### src/rtl/oled_pkg.sv
// Shared state encoding, byte-class constants and command tables for the
// SSD1306 frame sequencer.
package oled_pkg;

  localparam int INIT_ROM_LEN = 25;
  localparam int ADDR_LEN     = 6;

  // Value driven on tx_dc: command bytes vs display-data bytes
  localparam logic DC_CMD  = 1'b0;
  localparam logic DC_DATA = 1'b1;

  typedef enum logic [2:0] {
    ST_INIT    = 3'd0,
    ST_IDLE    = 3'd1,
    ST_ADDR    = 3'd2,
    ST_FETCH   = 3'd3,
    ST_WAIT_RD = 3'd4,
    ST_SEND    = 3'd5
  } state_t;

  // Panel power-up sequence: display off, clocking, multiplex, offset, charge
  // pump, horizontal addressing, remap/scan, contrast, precharge, display on.
  localparam logic [7:0] INIT_ROM [INIT_ROM_LEN] = '{
    8'hAE, 8'hD5, 8'h80, 8'hA8, 8'h3F, 8'hD3, 8'h00, 8'h40, 8'h8D, 8'h14,
    8'h20, 8'h00, 8'hA1, 8'hC8, 8'hDA, 8'h12, 8'h81, 8'hCF, 8'hD9, 8'hF1,
    8'hDB, 8'h40, 8'hA4, 8'hA6, 8'hAF
  };

  // Full-screen address window: columns 0..127, pages 0..7
  localparam logic [7:0] ADDR_CMDS [ADDR_LEN] = '{
    8'h21, 8'h00, 8'h7F, 8'h22, 8'h00, 8'h07
  };

endpackage

### src/rtl/frame_tick_gen.sv
// Free-running frame-rate divider: counts 0..FRAME_DIV-1 and raises a
// one-cycle tick while the count sits at its terminal value.
module frame_tick_gen #(
  parameter int FRAME_DIV = 2_700_000
) (
  input  logic clk,
  input  logic rst,
  output logic o_tick
);

  localparam int CW = (FRAME_DIV > 2) ? $clog2(FRAME_DIV) : 1;

  logic [CW-1:0] r_count;

  assign o_tick = (r_count == CW'(FRAME_DIV - 1));

  // Divider counter, wraps to zero on the tick cycle
  always_ff @(posedge clk) begin
    // NOTE: sequential state uses non-blocking assignment so every register
    // samples pre-edge values regardless of process evaluation order.
    if (rst) begin
      r_count <= '0;
    end else if (o_tick) begin
      r_count <= '0;
    end else begin
      r_count <= r_count + 1'b1;
    end
  end

endmodule

### src/rtl/oled_frame_sequencer.sv
// Drives full-screen SSD1306 refreshes: init command list once after reset,
// then per frame tick the address window followed by FRAME_BYTES image bytes
// fetched from the image controller and handed to the byte transmitter.
module oled_frame_sequencer
  import oled_pkg::*;
#(
  parameter int FRAME_DIV   = 2_700_000,
  parameter int FRAME_BYTES = 1024,
  parameter int INIT_LEN    = INIT_ROM_LEN
) (
  input  logic       clk,
  input  logic       rst,
  output logic [9:0] byte_counter,
  input  logic [7:0] pixel_data,
  output logic [7:0] tx_data,
  output logic       tx_dc,
  output logic       tx_valid,
  input  logic       tx_ready,
  output logic       frame_done,
  output logic       busy
);

  state_t     r_state;
  logic [4:0] r_idx;
  logic       r_pending;
  logic       w_tick;
  logic       w_accept;

  frame_tick_gen #(.FRAME_DIV(FRAME_DIV)) u_tick_gen (
    .clk    (clk),
    .rst    (rst),
    .o_tick (w_tick)
  );

  assign w_accept = tx_valid && tx_ready;

  // Sequencer FSM with registered transmitter-side outputs
  always_ff @(posedge clk) begin
    if (rst) begin
      r_state      <= ST_INIT;
      r_idx        <= '0;
      r_pending    <= 1'b0;
      byte_counter <= '0;
      tx_data      <= '0;
      tx_dc        <= DC_CMD;
      tx_valid     <= 1'b0;
      frame_done   <= 1'b0;
      busy         <= 1'b1;
    end else begin
      frame_done <= 1'b0;

      // A tick that lands while a transfer is running is remembered once;
      // in IDLE the tick is consumed directly by the exit below.
      if (r_state != ST_IDLE && w_tick) begin
        r_pending <= 1'b1;
      end

      case (r_state)
        ST_INIT: begin
          // Payload is loaded only while tx_valid is low, so it stays
          // frozen for as long as the transmitter stalls.
          if (!tx_valid) begin
            tx_data  <= INIT_ROM[r_idx];
            tx_dc    <= DC_CMD;
            tx_valid <= 1'b1;
          end else if (tx_ready) begin
            tx_valid <= 1'b0;
            if (r_idx == 5'(INIT_LEN - 1)) begin
              r_idx   <= '0;
              r_state <= ST_IDLE;
              busy    <= 1'b0;
            end else begin
              r_idx <= r_idx + 1'b1;
            end
          end
        end

        ST_IDLE: begin
          if (r_pending || w_tick) begin
            r_pending <= 1'b0;
            r_idx     <= '0;
            r_state   <= ST_ADDR;
            busy      <= 1'b1;
          end
        end

        ST_ADDR: begin
          if (!tx_valid) begin
            tx_data  <= ADDR_CMDS[r_idx[2:0]];
            tx_dc    <= DC_CMD;
            tx_valid <= 1'b1;
          end else if (tx_ready) begin
            tx_valid <= 1'b0;
            if (r_idx == 5'(ADDR_LEN - 1)) begin
              r_idx        <= '0;
              byte_counter <= '0;
              r_state      <= ST_FETCH;
            end else begin
              r_idx <= r_idx + 1'b1;
            end
          end
        end

        // The image source registers its output, so give it one clock
        // with a stable byte_counter before sampling pixel_data.
        ST_FETCH: begin
          r_state <= ST_WAIT_RD;
        end

        ST_WAIT_RD: begin
          tx_data  <= pixel_data;
          tx_dc    <= DC_DATA;
          tx_valid <= 1'b1;
          r_state  <= ST_SEND;
        end

        ST_SEND: begin
          if (w_accept) begin
            tx_valid <= 1'b0;
            if (byte_counter == 10'(FRAME_BYTES - 1)) begin
              byte_counter <= '0;
              frame_done   <= 1'b1;
              busy         <= 1'b0;
              r_state      <= ST_IDLE;
            end else begin
              byte_counter <= byte_counter + 1'b1;
              r_state      <= ST_FETCH;
            end
          end
        end

        default: begin
          r_idx    <= '0;
          tx_valid <= 1'b0;
          busy     <= 1'b1;
          r_state  <= ST_INIT;
        end
      endcase
    end
  end

endmodule

### config.mk
export PLATFORM = sky130hd
export DESIGN_NAME = oled_frame_sequencer
export DESIGN_NICKNAME = d
export VERILOG_FILES = /design/src/rtl/oled_pkg.sv /design/src/rtl/frame_tick_gen.sv /design/src/rtl/oled_frame_sequencer.sv
export SDC_FILE = /design/constraint.sdc
export NUM_CORES = 1
export LEC_CHECK = 0
export CELL_PAD_IN_SITES_DETAIL_PLACEMENT = 1
export CELL_PAD_IN_SITES_GLOBAL_PLACEMENT = 2
export CORE_AREA = 2 2 99 101
export DETAILED_ROUTE_END_ITERATION = 10
export DIE_AREA = 0 0 101 103
export PLACE_DENSITY_LB_ADDON = 0.1
export SLEW_MARGIN = 20
export SYNTH_ARGS = -nofsm -noshare
export SYNTH_HDL_FRONTEND = slang
export SYNTH_SLANG_ARGS = --single-unit
export TNS_END_PERCENT = 1
### constraint.sdc
create_clock -name clk -period 2.8 [get_ports clk]
set_clock_uncertainty 0.05 [all_clocks]
set_input_delay 0.7 -clock clk [delete_from_list [all_inputs] [get_ports clk]]
set_output_delay 0.7 -clock clk [all_outputs]
set_load 0.05 [all_outputs]
=== Word level (Yosys, flattened, before mapping) ===
Memories as Yosys holds them, arrays and structs flattened.
Cells that the tools add are included.

* Register bits: 53
* Bits in latches: 0
* RAM bits: 0
* ROM bits: 320
* Input port bits: 11
* Logic and storage cells: 114
* Memories: 2

* $add $sub $neg: 3
* $mul: 0
* Divide/modulo/power cells: 0
* Order comparisons: 2
* Equality and inequality tests: 22
* Shifts and indexed selects: 0
* Muxes and demuxes: 48
* Bitwise operators: 7
* Reductions and logical operators: 20

{| class="wikitable"
|+ Memories
! memory !! words !! bits a word !! rd ports !! clocked after Yosys merged registers in !! write ports !! line !! text
|-
| (no name shown) || 32 || 8 || 1 || 0 || 0 || oled_frame_sequencer.sv:63 || <nowiki>tx_data <= INIT_ROM[r_idx];</nowiki>
|-
| (no name shown) || 8 || 8 || 1 || 0 || 0 || oled_frame_sequencer.sv:89 || <nowiki>tx_data <= ADDR_CMDS[r_idx[2:0]];</nowiki>
|}

{| class="wikitable"
|+ Operators by type and width
! cell !! count
|-
| $mux 10 || 5
|-
| $mux 8 || 6
|-
| $mux 5 || 7
|-
| $mux 3 || 8
|-
| $ne 2x2->1 const B || 12
|-
| $pmux 8 s3 || 1
|-
| $add 22x1->22 const B || 1
|-
| $eq 22x22->1 const B || 1
|-
| $pmux 10 s2 || 1
|-
| $pmux 5 s4 || 1
|-
| $pmux 3 s6 || 1
|-
| $mux 1 || 14
|-
| $add 10x1->10 const B || 1
|-
| $eq 10x10->1 const B || 1
|-
| $reduce_or 3->1 || 3
|-
| $pmux 1 s4 || 2
|-
| $reduce_and 8->1 || 1
|-
| $reduce_and 7->1 || 1
|-
| $eq 3x2->1 const B || 2
|-
| $eq 3x3->1 const B || 2
|-
| $ge 6x6->1 const B || 1
|-
| $not 5->6 || 1
|-
| $reduce_and 6->1 || 1
|-
| $reduce_or 2->1 || 3
|-
| other kinds (18) || 25
|}

=== Logic depth before layout (Yosys ltp) ===
Gate-level depths: netlist (run 1).

* Word-level depth: 6
* Depth in mapped cells: 9

=== Cells and area by module ===
From an unflattened synthesis (run 1), not the netlist that was laid out.

* Cell total of the unflattened synthesis: 406
* Area, all modules: 3,279.4 um^2

{| class="wikitable"
|+ Modules (own cells, without submodules)
! module !! instances !! cells an instance !! area each (um^2)
|-
| oled_frame_sequencer || 1 || 287 || 2,263.4
|-
| frame_tick_gen || 1 || 119 || 1,016.0
|}

=== Worst setup path after synthesis (run 1) ===
Ideal clock, no wire load.

* Path kind: flip-flop to flip-flop
* From: register r_idx[1]
* To: register busy
* Data arrival time: 1,958 ps
* Required time: 2,630 ps
* Setup slack: 672 ps
* Stages on the path, launching flop included: 10
* Path buffers: 2
* Period minus slack after synthesis: 2,128 ps
* Cells stage by stage: dfxtp_1 > clkbuf_1 > inv_1 > ha_1 > clkbuf_1 > nand4b_1 > nor4_1 > or4_1 > o22a_1 > o31a_1

* Longest elaborated chain between the ends: 3

{| class="wikitable"
|+ RTL lines
! element !! line !! text
|-
| start, declared || oled_frame_sequencer.sv:24 || <nowiki>logic [4:0] r_idx;</nowiki>
|-
| start signal, assigned || oled_frame_sequencer.sv:73 || <nowiki>r_idx <= r_idx + 1'b1;</nowiki>
|-
| start signal, assigned || oled_frame_sequencer.sv:99 || <nowiki>r_idx <= r_idx + 1'b1;</nowiki>
|-
| $eq 5x5->1 || oled_frame_sequencer.sv:68 || <nowiki>if (r_idx == 5'(INIT_LEN - 1)) begin</nowiki>
|-
| $ne 2x2->1 (no line) || -- ||
|-
| $reduce_and 7->1 (no line) || -- ||
|-
| end signal, assigned || oled_frame_sequencer.sv:71 || <nowiki>busy <= 1'b0;</nowiki>
|-
| end signal, assigned || oled_frame_sequencer.sv:83 || <nowiki>busy <= 1'b1;</nowiki>
|-
| end signal, assigned || oled_frame_sequencer.sv:123 || <nowiki>busy <= 1'b0;</nowiki>
|-
| end, declared || oled_frame_sequencer.sv:20 || <nowiki>output logic busy</nowiki>
|}

No other way between the ends.
A chain may end at the register's enable or synchronous reset.

=== Worst setup path in the final report (run 1) ===
* From: register tx_valid
* To: output tx_valid

{| class="wikitable"
|+ RTL lines
! element !! line !! text
|-
| start, declared || oled_frame_sequencer.sv:17 || <nowiki>output logic tx_valid,</nowiki>
|-
| start signal, assigned || oled_frame_sequencer.sv:46 || <nowiki>tx_valid <= 1'b0;</nowiki>
|-
| start signal, assigned || oled_frame_sequencer.sv:65 || <nowiki>tx_valid <= 1'b1;</nowiki>
|-
| start signal, assigned || oled_frame_sequencer.sv:67 || <nowiki>tx_valid <= 1'b0;</nowiki>
|}

No word-level cell between the ends.

==> qor.tcl, run 1 <==
set qor(placed_area_sq_um) 3550
set qor(critical-path-max-stage-delay_ns) 0.85
set qor(critical_path_buf_inv_count) 1
set qor(worst_r2r_endpoint) {r_idx[3]}
set qor(placed_cells) 515
set qor(floorplan.die_area_sq_um) 10400
set qor(worstPathCellList) {clkdlybuf4s50_1}
set qor(cts.htree.levels) 2
set qor(layout-area-overhead-vs-synth_pct) 16.7
set qor(slowest_stage) {sky130_fd_sc_hd__clkdlybuf4s50_1}
set qor(synth-main-ff-cell) {sky130_fd_sc_hd__dfxtp_1}
set qor(gate_family_responsible_for_the_most_delay_along_the_worst_path) {buffers and inverters}
set qor(num_antenna_cells) 0
set qor(buffer_ports.inserted) 32
set qor(grt.total_usage_pct) 16.0
set qor(max-vdd-ir-drop_v) 0.000190
set qor(synth.top_cell.area_share_pct) 34.0
set qor(final.min_clock_period_ns) 2.39
set qor(fin_hold_ws_ns) 0.431
set qor(timing.critical_path.from_type) {flop}
set qor(place.detailed.hpwl_microns) 6030
set qor(boundaryPins) 33
set qor(n_fill_cell) 1144
set qor(cts_post_setup_buffers_inserted) 0
set qor(rr_startpoint) {r_state[0]}
set qor(route.detailed.wl_per_inst_microns) 15.6
set qor(maxCapViolations) 0
set qor(leakage_nw) 1.26
set qor(detail_route.drc_violations) 0
set qor(timing.final.crit_share_pct) 85.4
set qor(clk_pin_slew_ns) 0.10
set qor(synthArstFlopShare_pct) 0
set qor(worst-slew-pin-transition_ns) 0.867
set qor(powerDensity_nw_per_um2) 396
set qor(ys_warns) 0
set qor(detailedRoute.firstPassIterationCount) 4
set qor(gp_congestion) 0.775
set qor(final_cell_mix) {54 x sky130_fd_sc_hd__nor2_1, 53 x sky130_fd_sc_hd__dfxtp_1, 32 x sky130_fd_sc_hd__clkdlybuf4s50_1}
set qor(grt.overflow.total) 0
set qor(worst_hold_path_type) {flop to flop}
set qor(grt_pass1_vias) 2708
set qor(post_synthesis_cell_area_sq_um) 3120
set qor(insertion_delay_ns) 0.31
set qor(placementRows) 36
set qor(reg2reg_setup_slack_ns) 0.66
set qor(critPathArrivalTime_ns) 1.64
set qor(share_of_cells_above_drive_strength_1_pct) 9.78
set qor(finalSetupTns_ns) 0
set qor(synth_seq_area_share_pct) 34.0
set qor(finalSetupViolCount) 0
set qor(finalNonFillerCells) 523
set qor(holdBufCountCts) 0
set qor(clockBufferDepth) 2
set qor(yosysUniqueCellTypes) 68
set qor(final_cell_area_sq_um) 3640
set qor(final_net_count) 427
set qor(holdPathStages) 1
set qor(finalHoldViolCount) 0
set qor(antenna_violations_before_repair) 0
set qor(post_cts_resize_count) 0
set qor(rsz0062_at_grt) {false}
set qor(wl_microns) 8160
set qor(critical_path.endpoint_type) {output pin}
set qor(floorplan.die.height_microns) 103
set qor(slew_violations) 0
set qor(timing_worst_setup_path_type) {flop to output pin}
set qor(clock_buffer_count_from_cts) 5
set qor(worst_r2r_path_depth) 5
set qor(core_area_sq_um) 9460
set qor(postSynthRegisterBits) 53
set qor(worstSetupStartpoint) {tx_valid}
set qor(clock.fmax_ghz) 0.418
set qor(library_cell_used_as_clock_root_buffer) {sky130_fd_sc_hd__clkbuf_8}
set qor(final_antenna_net_count) 0
set qor(timing.critical_path.fanout_max) 6
set qor(synthTopCellsByArea) {sky130_fd_sc_hd__dfxtp_1 34%, sky130_fd_sc_hd__nor2_1 6.5%, sky130_fd_sc_hd__xor2_1 4.8%}
set qor(cts_tree) {done}
set qor(first_pass_grt_wire_length_microns) 13400
set qor(final_util_pct) 38.5
set qor(synth_fp_nets) 399
set qor(pin_count_of_the_biggest_net_entering_global_routing) 24
set qor(timing.hold.worst_endpoint) {u_tick_gen.r_count[0]}
set qor(drt-initial-drc-count) 68
set qor(hp-start) {u_tick_gen.r_count[0]}
set qor(post_synth_inst_count) 380
set qor(synth-edff-count) 0
set qor(syn_avg_cell_area_sq_um) 8.21
set qor(via_count) 2749
set qor(worst_slew_margin_pct) 42.1
set qor(numClockSinks) 53
set qor(cp_data_required_time_ns) 2.05
set qor(die_width_microns) 101
set qor(most_frequent_standard_cell_in_the_layout_excluding_fill_and_tap_cells) {sky130_fd_sc_hd__nor2_1}
set qor(initial_utilization_pct) 33.0
set qor(synth_top_cell_by_area) {sky130_fd_sc_hd__dfxtp_1}
set qor(outcome) {completed}
set qor(viasPerCell) 5.26
per-layer routing:
| metal | up-vias | part of all wire (%) | routed length (microns) | global-route usage (%) |
|---|---|---|---|---|
| met5 | - | 0 | 0 | 0 |
| met2 | 36 | 48 | 3910 | 28.2 |
| met3 | 2 | 2.5 | 203 | 2.44 |
| met1 | 1297 | 49 | 4010 | 20.9 |
| met4 | 0 | 0.49 | 40 | 3.43 |
| li1 | 1414 | - | - | - |
sequential cells by signal, summed over array words and instances (netlist names):
name	cells
frame_done	1
busy	1
u_tick_gen.r_count	22
byte_counter	10
r_pending	1
r_state	3
tx_dc	1
r_idx	5
tx_valid	1
tx_data	8
through the flow:
step	setup slack, ns	total power [mW]
after CTS	0.382	1.48
after floorplan	0.672	0.940
final	0.410	1.44
after global routing	0.349	1.51
after detailed placement	0.373	1.02
after global placement	0.415	1.02
power breakdown:
part | total [mW] | internal (mW) | switching [mW]
combinational | 0.212 | 0.0837 | 0.128
sequential | 0.786 | 0.772 | 0.0138
clock | 0.446 | 0.178 | 0.268
logic make-up (layout without fill, tap and decap cells):
kind of cell             count (synthesis)  count (layout)  synth area share [%]
AND/OR/NAND/NOR                        165             165                  28.7
adder cells (fa/ha/maj)                  8               8                  3.21
flip-flops                              53              53                  34.0
multiplexers                             4               4                  1.32
buffers and inverters                   36              65                  5.45
AO/OA/AOI/OAI                           85              85                  19.2
XOR/XNOR                                29              29                  8.14
how the worst max path moves through the flow:
stage / endpoint / slack [ns] / cells after the start
after CTS: tx_valid / 0.38 / 1
after detailed placement: r_state[0] / 0.37 / 6
after floorplan: busy / 0.67 / 9
final: tx_valid / 0.41 / 1
after global placement: byte_counter[7] / 0.41 / 6
after global routing: tx_valid / 0.35 / 1
synthesized netlist by cell type, types with 3 or more instances:
master,number
sky130_fd_sc_hd__nor3_2,3
sky130_fd_sc_hd__nand3_1,13
sky130_fd_sc_hd__buf_2,10
sky130_fd_sc_hd__xnor2_1,12
sky130_fd_sc_hd__a311oi_1,3
sky130_fd_sc_hd__xor2_1,17
sky130_fd_sc_hd__a21oi_1,15
sky130_fd_sc_hd__ha_1,8
sky130_fd_sc_hd__nor2b_1,5
sky130_fd_sc_hd__a21o_1,4
sky130_fd_sc_hd__o221ai_1,3
sky130_fd_sc_hd__nor2_1,54
sky130_fd_sc_hd__nand2b_1,7
sky130_fd_sc_hd__a221oi_1,5
sky130_fd_sc_hd__clkbuf_1,5
sky130_fd_sc_hd__a211oi_1,6
sky130_fd_sc_hd__nand2_1,27
sky130_fd_sc_hd__mux2i_1,3
sky130_fd_sc_hd__nor3b_1,3
sky130_fd_sc_hd__o21ai_0,18
sky130_fd_sc_hd__dfxtp_1,53
sky130_fd_sc_hd__a22oi_1,4
sky130_fd_sc_hd__a31oi_1,3
sky130_fd_sc_hd__and3_1,7
sky130_fd_sc_hd__nor3_1,12
sky130_fd_sc_hd__nor4_1,3
sky130_fd_sc_hd__inv_1,11
sky130_fd_sc_hd__nand4_1,7
sky130_fd_sc_hd__buf_4,6
layout make-up:
type / count / area [sq um] / area share (%)
Multi-Input combinational cell: 291 / 1890 / 51.9
Clock buffer: 5 / 68.8 / 1.89
Inverter: 13 / 48.8 / 1.34
Sequential cell: 53 / 1060 / 29.1
Tap cell: 114 / 143 / 3.92
Clock inverter: 3 / 21.3 / 0.584
Timing Repair Buffer: 44 / 410 / 11.3
Power figures use the tool's default switching activity.
==> inputs of run 2 (changes only) <==
- CORE_AREA: 2 2 99 101 -> 5 5 98 100
- DIE_AREA: 0 0 101 103 -> 0 0 103 105
- clock period: 2.8 -> 3.1 ns (I/O delays scaled with it)
==> run 2 against run 1 <==
- sequential share of layout area rose by 0.36 points
- flip-flop and latch count did not move
- register-to-register slack improved by 0.02 ns
- via count rose by 1.6%
- global-route usage fell by 0.32 points
- critical path depth did not move
- non-clock buffer count fell by 5
- hold slack improved by 0.017 ns
- setup slack improved by 0.24 ns
- count of clock-buffer cells in the layout rose by 1
- design area fell by 1.2%
- core utilization rose by 3.4 points
- critical path type unchanged
- largest cell class unchanged
==> qor.tcl, run 2 (synthesized netlist as in run 1, its figures left out) <==
set qor(grt.total_usage_pct) 15.7
set qor(cts_tree) {done}
set qor(largest_register_ffs) 22
set qor(detail_route.drc_violations) 0
set qor(max-vdd-ir-drop_v) 0.000175
set qor(timing.critical_path.fanout_max) 6
set qor(worst_hold_path_type) {flop to flop}
set qor(hp-start) {tx_dc}
set qor(outcome) {completed}
set qor(leakage_nw) 1.23
set qor(numClockSinks) 53
set qor(multi_input_comb_area_sq_um) 1890
set qor(holdBufCountCts) 0
set qor(cp_data_required_time_ns) 2.27
set qor(holdPathStages) 2
set qor(cts_post_setup_buffers_inserted) 0
set qor(powerDensity_nw_per_um2) 363
set qor(finalSetupViolCount) 0
set qor(initial_utilization_pct) 36.3
set qor(via_count) 2794
set qor(crit_cells) 1
set qor(placementRows) 34
set qor(share_of_cells_above_drive_strength_1_pct) 8.44
set qor(num_antenna_cells) 0
set qor(critPathArrivalTime_ns) 1.63
set qor(timing.critical_path.from_type) {flop}
set qor(boundaryPins) 33
set qor(reg2reg_setup_slack_ns) 0.68
set qor(critical_path.endpoint_type) {output pin}
set qor(reg_top3) {u_tick_gen.r_count (22), byte_counter (10), tx_data (8)}
set qor(timing.hold.worst_endpoint) {tx_dc}
set qor(critical-path-max-stage-delay_ns) 0.85
set qor(pwr-share-clk_pct) 31.5
set qor(floorplan.die.height_microns) 105
set qor(critical_path_buf_inv_count) 1
set qor(layout.area.seq_sq_um) 1060
set qor(n_fill_cell) 1050
set qor(insertion_delay_ns) 0.30
set qor(route.detailed.wl_per_inst_microns) 15.7
set qor(first_pass_grt_wire_length_microns) 14100
set qor(antenna_violations_before_repair) 0
set qor(place.detailed.hpwl_microns) 5950
set qor(rr_startpoint) {r_idx[1]}
set qor(maxCapViolations) 0
set qor(final_antenna_net_count) 0
set qor(detailedRoute.firstPassIterationCount) 4
set qor(switchingPower_mw) 0.360
set qor(combinationalPowerShare_pct) 13.9
set qor(clock_buffer_count_from_cts) 5
set qor(finalSetupTns_ns) 0
set qor(grt_pass1_vias) 2840
set qor(floorplan.die_area_sq_um) 10800
set qor(gate_family_responsible_for_the_most_delay_along_the_worst_path) {buffers and inverters}
set qor(worst-slew-pin-transition_ns) 0.890
set qor(drt-initial-drc-count) 49
set qor(grt.overflow.total) 0
set qor(register_containing_the_most_flip_flops_in_the_final_layout) {u_tick_gen.r_count}
set qor(worst_r2r_endpoint) {r_idx[3]}
set qor(layout-area-overhead-vs-synth_pct) 15.3
set qor(post-layout-total-power_mw) 1.31
set qor(slew_violations) 0
set qor(wl_microns) 8040
set qor(buffer_ports.inserted) 32
set qor(worst_slew_margin_pct) 40.6
set qor(library_cell_used_as_clock_root_buffer) {sky130_fd_sc_hd__clkbuf_8}
set qor(viasPerCell) 5.47
set qor(timing.final.crit_share_pct) 79.1
set qor(finalHoldViolCount) 0
set qor(worst_r2r_path_depth) 7
set qor(most_frequent_standard_cell_in_the_layout_excluding_fill_and_tap_cells) {sky130_fd_sc_hd__nor2_1}
set qor(rsz0062_at_grt) {false}
set qor(pin_count_of_the_biggest_net_entering_global_routing) 29
set qor(die_width_microns) 103
set qor(clock.fmax_ghz) 0.408
set qor(clockBufferDepth) 2
set qor(timing_worst_setup_path_type) {flop to output pin}
set qor(final_cell_mix) {54 x sky130_fd_sc_hd__nor2_1, 53 x sky130_fd_sc_hd__dfxtp_1, 32 x sky130_fd_sc_hd__clkdlybuf4s50_1}
set qor(final_net_count) 422
set qor(cellInternalPower_mw) 0.947
set qor(gp_congestion) 0.786
set qor(cts.htree.levels) 2
set qor(power.sequential.fraction_pct) 54.6
set qor(clk_pin_slew_ns) 0.09
set qor(slowest_stage) {sky130_fd_sc_hd__clkdlybuf4s50_1}
set qor(post_cts_resize_count) 0
set qor(worstPathCellList) {clkdlybuf4s50_1}
set qor(switching_share_pct) 27.6
set qor(core_area_sq_um) 8590
set qor(final.min_clock_period_ns) 2.45
==> run 2: cell types whose count changed in the layout (fill, tap and decap cells not counted) <==
| cell | previous run | this run |
|---|---|---|
| sky130_fd_sc_hd__inv_6 | 1 | 0 |
| sky130_fd_sc_hd__buf_4 | 12 | 7 |
| sky130_fd_sc_hd__clkinv_2 | 1 | 0 |
| sky130_fd_sc_hd__clkbuf_8 | 5 | 6 |
==> run 2: power by group through the flow <==
stage	Sequential (mW)	Clock, mW	Combinational [mW]
3_3_place_gp	0.729	0	0.182
3_5_place_dp	0.730	0	0.184
6_report	0.714	0.411	0.182
5_1_grt	0.717	0.466	0.198
4_1_cts	0.714	0.435	0.185
2_1_floorplan	0.769	0	0.0801
==> run 2: worst max-delay path by stage <==
stage	slack [ns]	end	start
after floorplan	0.97	busy	r_idx[1]
after global placement	0.59	r_idx[3]	rst
after detailed placement	0.50	r_idx[3]	tx_ready
after CTS	0.62	tx_valid	tx_valid
after global routing	0.40	tx_data[6]	r_idx[1]
final	0.65	tx_valid	tx_valid
==> run 2: metal layers <==
layer / global-route usage (%) / up-vias / part of all wire (%)
li1: - / 1404 / -
met1: 20.9 / 1361 / 48
met2: 26.7 / 24 / 49
met3: 2.27 / 5 / 2.8
met4: 3.33 / 0 / 0.73
met5: 0 / - / 0
==> run 2: layout make-up <==
cell class	instances	area share, %
inverters	13	1.36
clock buffers	6	2.30
flip-flops and latches	53	29.5
clock inverters	1	0.209
well taps	108	3.76
repair buffers	39	10.4
multi-input cells	291	52.5
==> run 2: per-stage QoR <==
step | instances | cell area [sq um] | setup WS (ns) | hold WS, ns | util [%]
6_report | 511 | 3600 | 0.648 | 0.448 | 41.9
5_1_grt | 511 | 3600 | 0.403 | 0.488 | 41.9
2_1_floorplan | 380 | 3120 | 0.972 | 0.391 | -
3_3_place_gp | 504 | 3510 | 0.594 | 0.412 | 40.8
4_1_cts | 511 | 3600 | 0.619 | 0.453 | 41.9
3_5_place_dp | 504 | 3510 | 0.497 | 0.439 | 40.8
==> inputs of run 3 (changes only) <==
- CORE_AREA: 5 5 98 100 -> 5 5 107 109
- DIE_AREA: 0 0 103 105 -> 0 0 112 114
- clock period: 3.1 -> 2.15 ns (I/O delays scaled with it)
==> run 3 against run 2 <==
- flip-flop and latch count unchanged
- cell count up 10%
- register-to-register slack worse by 0.50 ns
- clock power up 53%
- via count up 3.4%
- critical path depth unchanged
- first-iteration DRC count up 55%
- power up 49%
- setup slack worse by 0.58 ns
- largest cell class unchanged
- largest power group unchanged
- highest routed layer unchanged
==> qor.tcl, run 3 (synthesized netlist as in run 1, its figures left out) <==
set qor(outcome) {completed}
set qor(critical-path-max-stage-delay_ns) 0.81
set qor(maxCapViolations) 0
set qor(insertion_delay_ns) 0.32
set qor(pin_count_of_the_biggest_net_entering_global_routing) 25
set qor(placementRows) 38
set qor(largest_register_ffs) 22
set qor(most_frequent_standard_cell_in_the_layout_excluding_fill_and_tap_cells) {sky130_fd_sc_hd__nor2_1}
set qor(powerDensity_nw_per_um2) 513
set qor(fin_hold_ws_ns) 0.441
set qor(cts_tree) {done}
set qor(slew_violations) 0
set qor(numClockSinks) 53
set qor(share_of_cells_above_drive_strength_1_pct) 16.3
set qor(placed_cells) 555
set qor(worst_hold_path_type) {flop to flop}
set qor(viasPerCell) 5.13
set qor(finalSetupTns_ns) 0
set qor(n_fill_cell) 1287
set qor(die_width_microns) 112
set qor(worstSetupStartpoint) {tx_data[2]}
set qor(grt.total_usage_pct) 14.4
set qor(register_containing_the_most_flip_flops_in_the_final_layout) {u_tick_gen.r_count}
set qor(detail_route.drc_violations) 0
set qor(final.min_clock_period_ns) 2.08
set qor(cts_post_setup_buffers_inserted) 0
set qor(final_antenna_net_count) 0
set qor(gate_family_responsible_for_the_most_delay_along_the_worst_path) {buffers and inverters}
set qor(worstPathCellList) {clkdlybuf4s50_1}
set qor(holdBufCountCts) 0
set qor(final_cell_area_sq_um) 3800
set qor(grt_pass1_vias) 2936
set qor(boundaryPins) 33
set qor(final_net_count) 441
set qor(critical_path_buf_inv_count) 1
set qor(library_cell_used_as_clock_root_buffer) {sky130_fd_sc_hd__clkbuf_8}
set qor(via_count) 2888
set qor(first_pass_grt_wire_length_microns) 15000
set qor(finalSetupViolCount) 0
set qor(detailedRoute.firstPassIterationCount) 4
set qor(hp-start) {u_tick_gen.r_count[0]}
set qor(clockBufferDepth) 2
set qor(timing.final.crit_share_pct) 96.7
set qor(rr_startpoint) {r_idx[0]}
set qor(worst_slew_margin_pct) 59.4
set qor(timing_worst_setup_path_type) {flop to output pin}
set qor(core_area_sq_um) 10500
set qor(clock.fmax_ghz) 0.481
set qor(floorplan.die_area_sq_um) 12800
set qor(reg_top3) {u_tick_gen.r_count (22), byte_counter (10), tx_data (8)}
set qor(clk_pin_slew_ns) 0.12
set qor(finalNonFillerCells) 563
set qor(layout-area-overhead-vs-synth_pct) 21.9
set qor(worst-slew-pin-transition_ns) 0.609
set qor(critPathArrivalTime_ns) 1.49
set qor(leakage_nw) 1.39
set qor(max-vdd-ir-drop_v) 0.000225
set qor(timing.critical_path.fanout_max) 2
set qor(gp_congestion) 0.752
set qor(wl_microns) 8980
set qor(initial_utilization_pct) 29.7
set qor(cp_data_required_time_ns) 1.56
set qor(finalHoldViolCount) 0
set qor(slowest_stage) {sky130_fd_sc_hd__clkdlybuf4s50_1}
set qor(cts.htree.levels) 2
set qor(route.detailed.wl_per_inst_microns) 16.0
set qor(reg2reg_setup_slack_ns) 0.18
set qor(post_cts_resize_count) 0
set qor(antenna_violations_before_repair) 0
set qor(rsz0062_at_grt) {false}
set qor(post-layout-total-power_mw) 1.95
set qor(clock_buffer_count_from_cts) 5
set qor(num_antenna_cells) 0
set qor(floorplan.die.height_microns) 114
set qor(final_cell_mix) {54 x sky130_fd_sc_hd__nor2_1, 52 x sky130_fd_sc_hd__dfxtp_1, 35 x sky130_fd_sc_hd__buf_4}
set qor(placed_area_sq_um) 3690
set qor(buffer_ports.inserted) 32
set qor(drt-initial-drc-count) 76
set qor(place.detailed.hpwl_microns) 6710
set qor(timing.critical_path.from_type) {flop}
set qor(grt.overflow.total) 0
set qor(critical_path.endpoint_type) {output pin}
[run 3: cell types whose count changed in the layout (fill, tap and decap cells not counted), moves of 2 or more]
cell	before	now
sky130_fd_sc_hd__dlymetal6s2s_1	0	2
sky130_fd_sc_hd__buf_4	7	35
sky130_fd_sc_hd__buf_12	0	2
sky130_fd_sc_hd__clkdlybuf4s50_1	32	19
[run 3: layout make-up]
class | instances | area, sq um | share of cell area (%)
inverters | 13 | 48.8 | 1.28
clock buffers | 5 | 68.8 | 1.81
well taps | 140 | 175 | 4.61
multi-input cells | 291 | 1900 | 50.0
flip-flops and latches | 53 | 1060 | 27.9
clock inverters | 3 | 26.3 | 0.691
repair buffers | 58 | 518 | 13.6
[run 3: worst paths after layout]
check / cells after the start / to
worst max-delay path: 1 / tx_data[2]
worst max register to register: 7 / tx_data[6]
worst min-delay path: 1 / u_tick_gen.r_count[0]
worst min register to register: 1 / u_tick_gen.r_count[0]
[run 3: per-stage QoR]
step                utilization [%]  setup WS, ns
CTS                            36.0       0.00360
global placement               35.1       -0.0550
finish                         36.2        0.0711
floorplan                         -        0.0220
detailed placement             35.1       -0.0823
global route                   36.2        0.0142
[run 3: layer usage]
| layer | vias up | track usage, % | part of all wire [%] |
|---|---|---|---|
| met4 | 0 | 3.37 | 0.97 |
| met2 | 27 | 25.5 | 49 |
| met1 | 1412 | 18.3 | 47 |
| li1 | 1441 | - | - |
| met5 | - | 0 | 0 |
| met3 | 8 | 2.39 | 2.7 |
[run 3: report_power, final]
group / total (mW) / switching, mW / internal [mW]
Combinational: 0.297 / 0.175 / 0.122
Clock: 0.628 / 0.390 / 0.238
Sequential: 1.03 / 0.0198 / 1.01
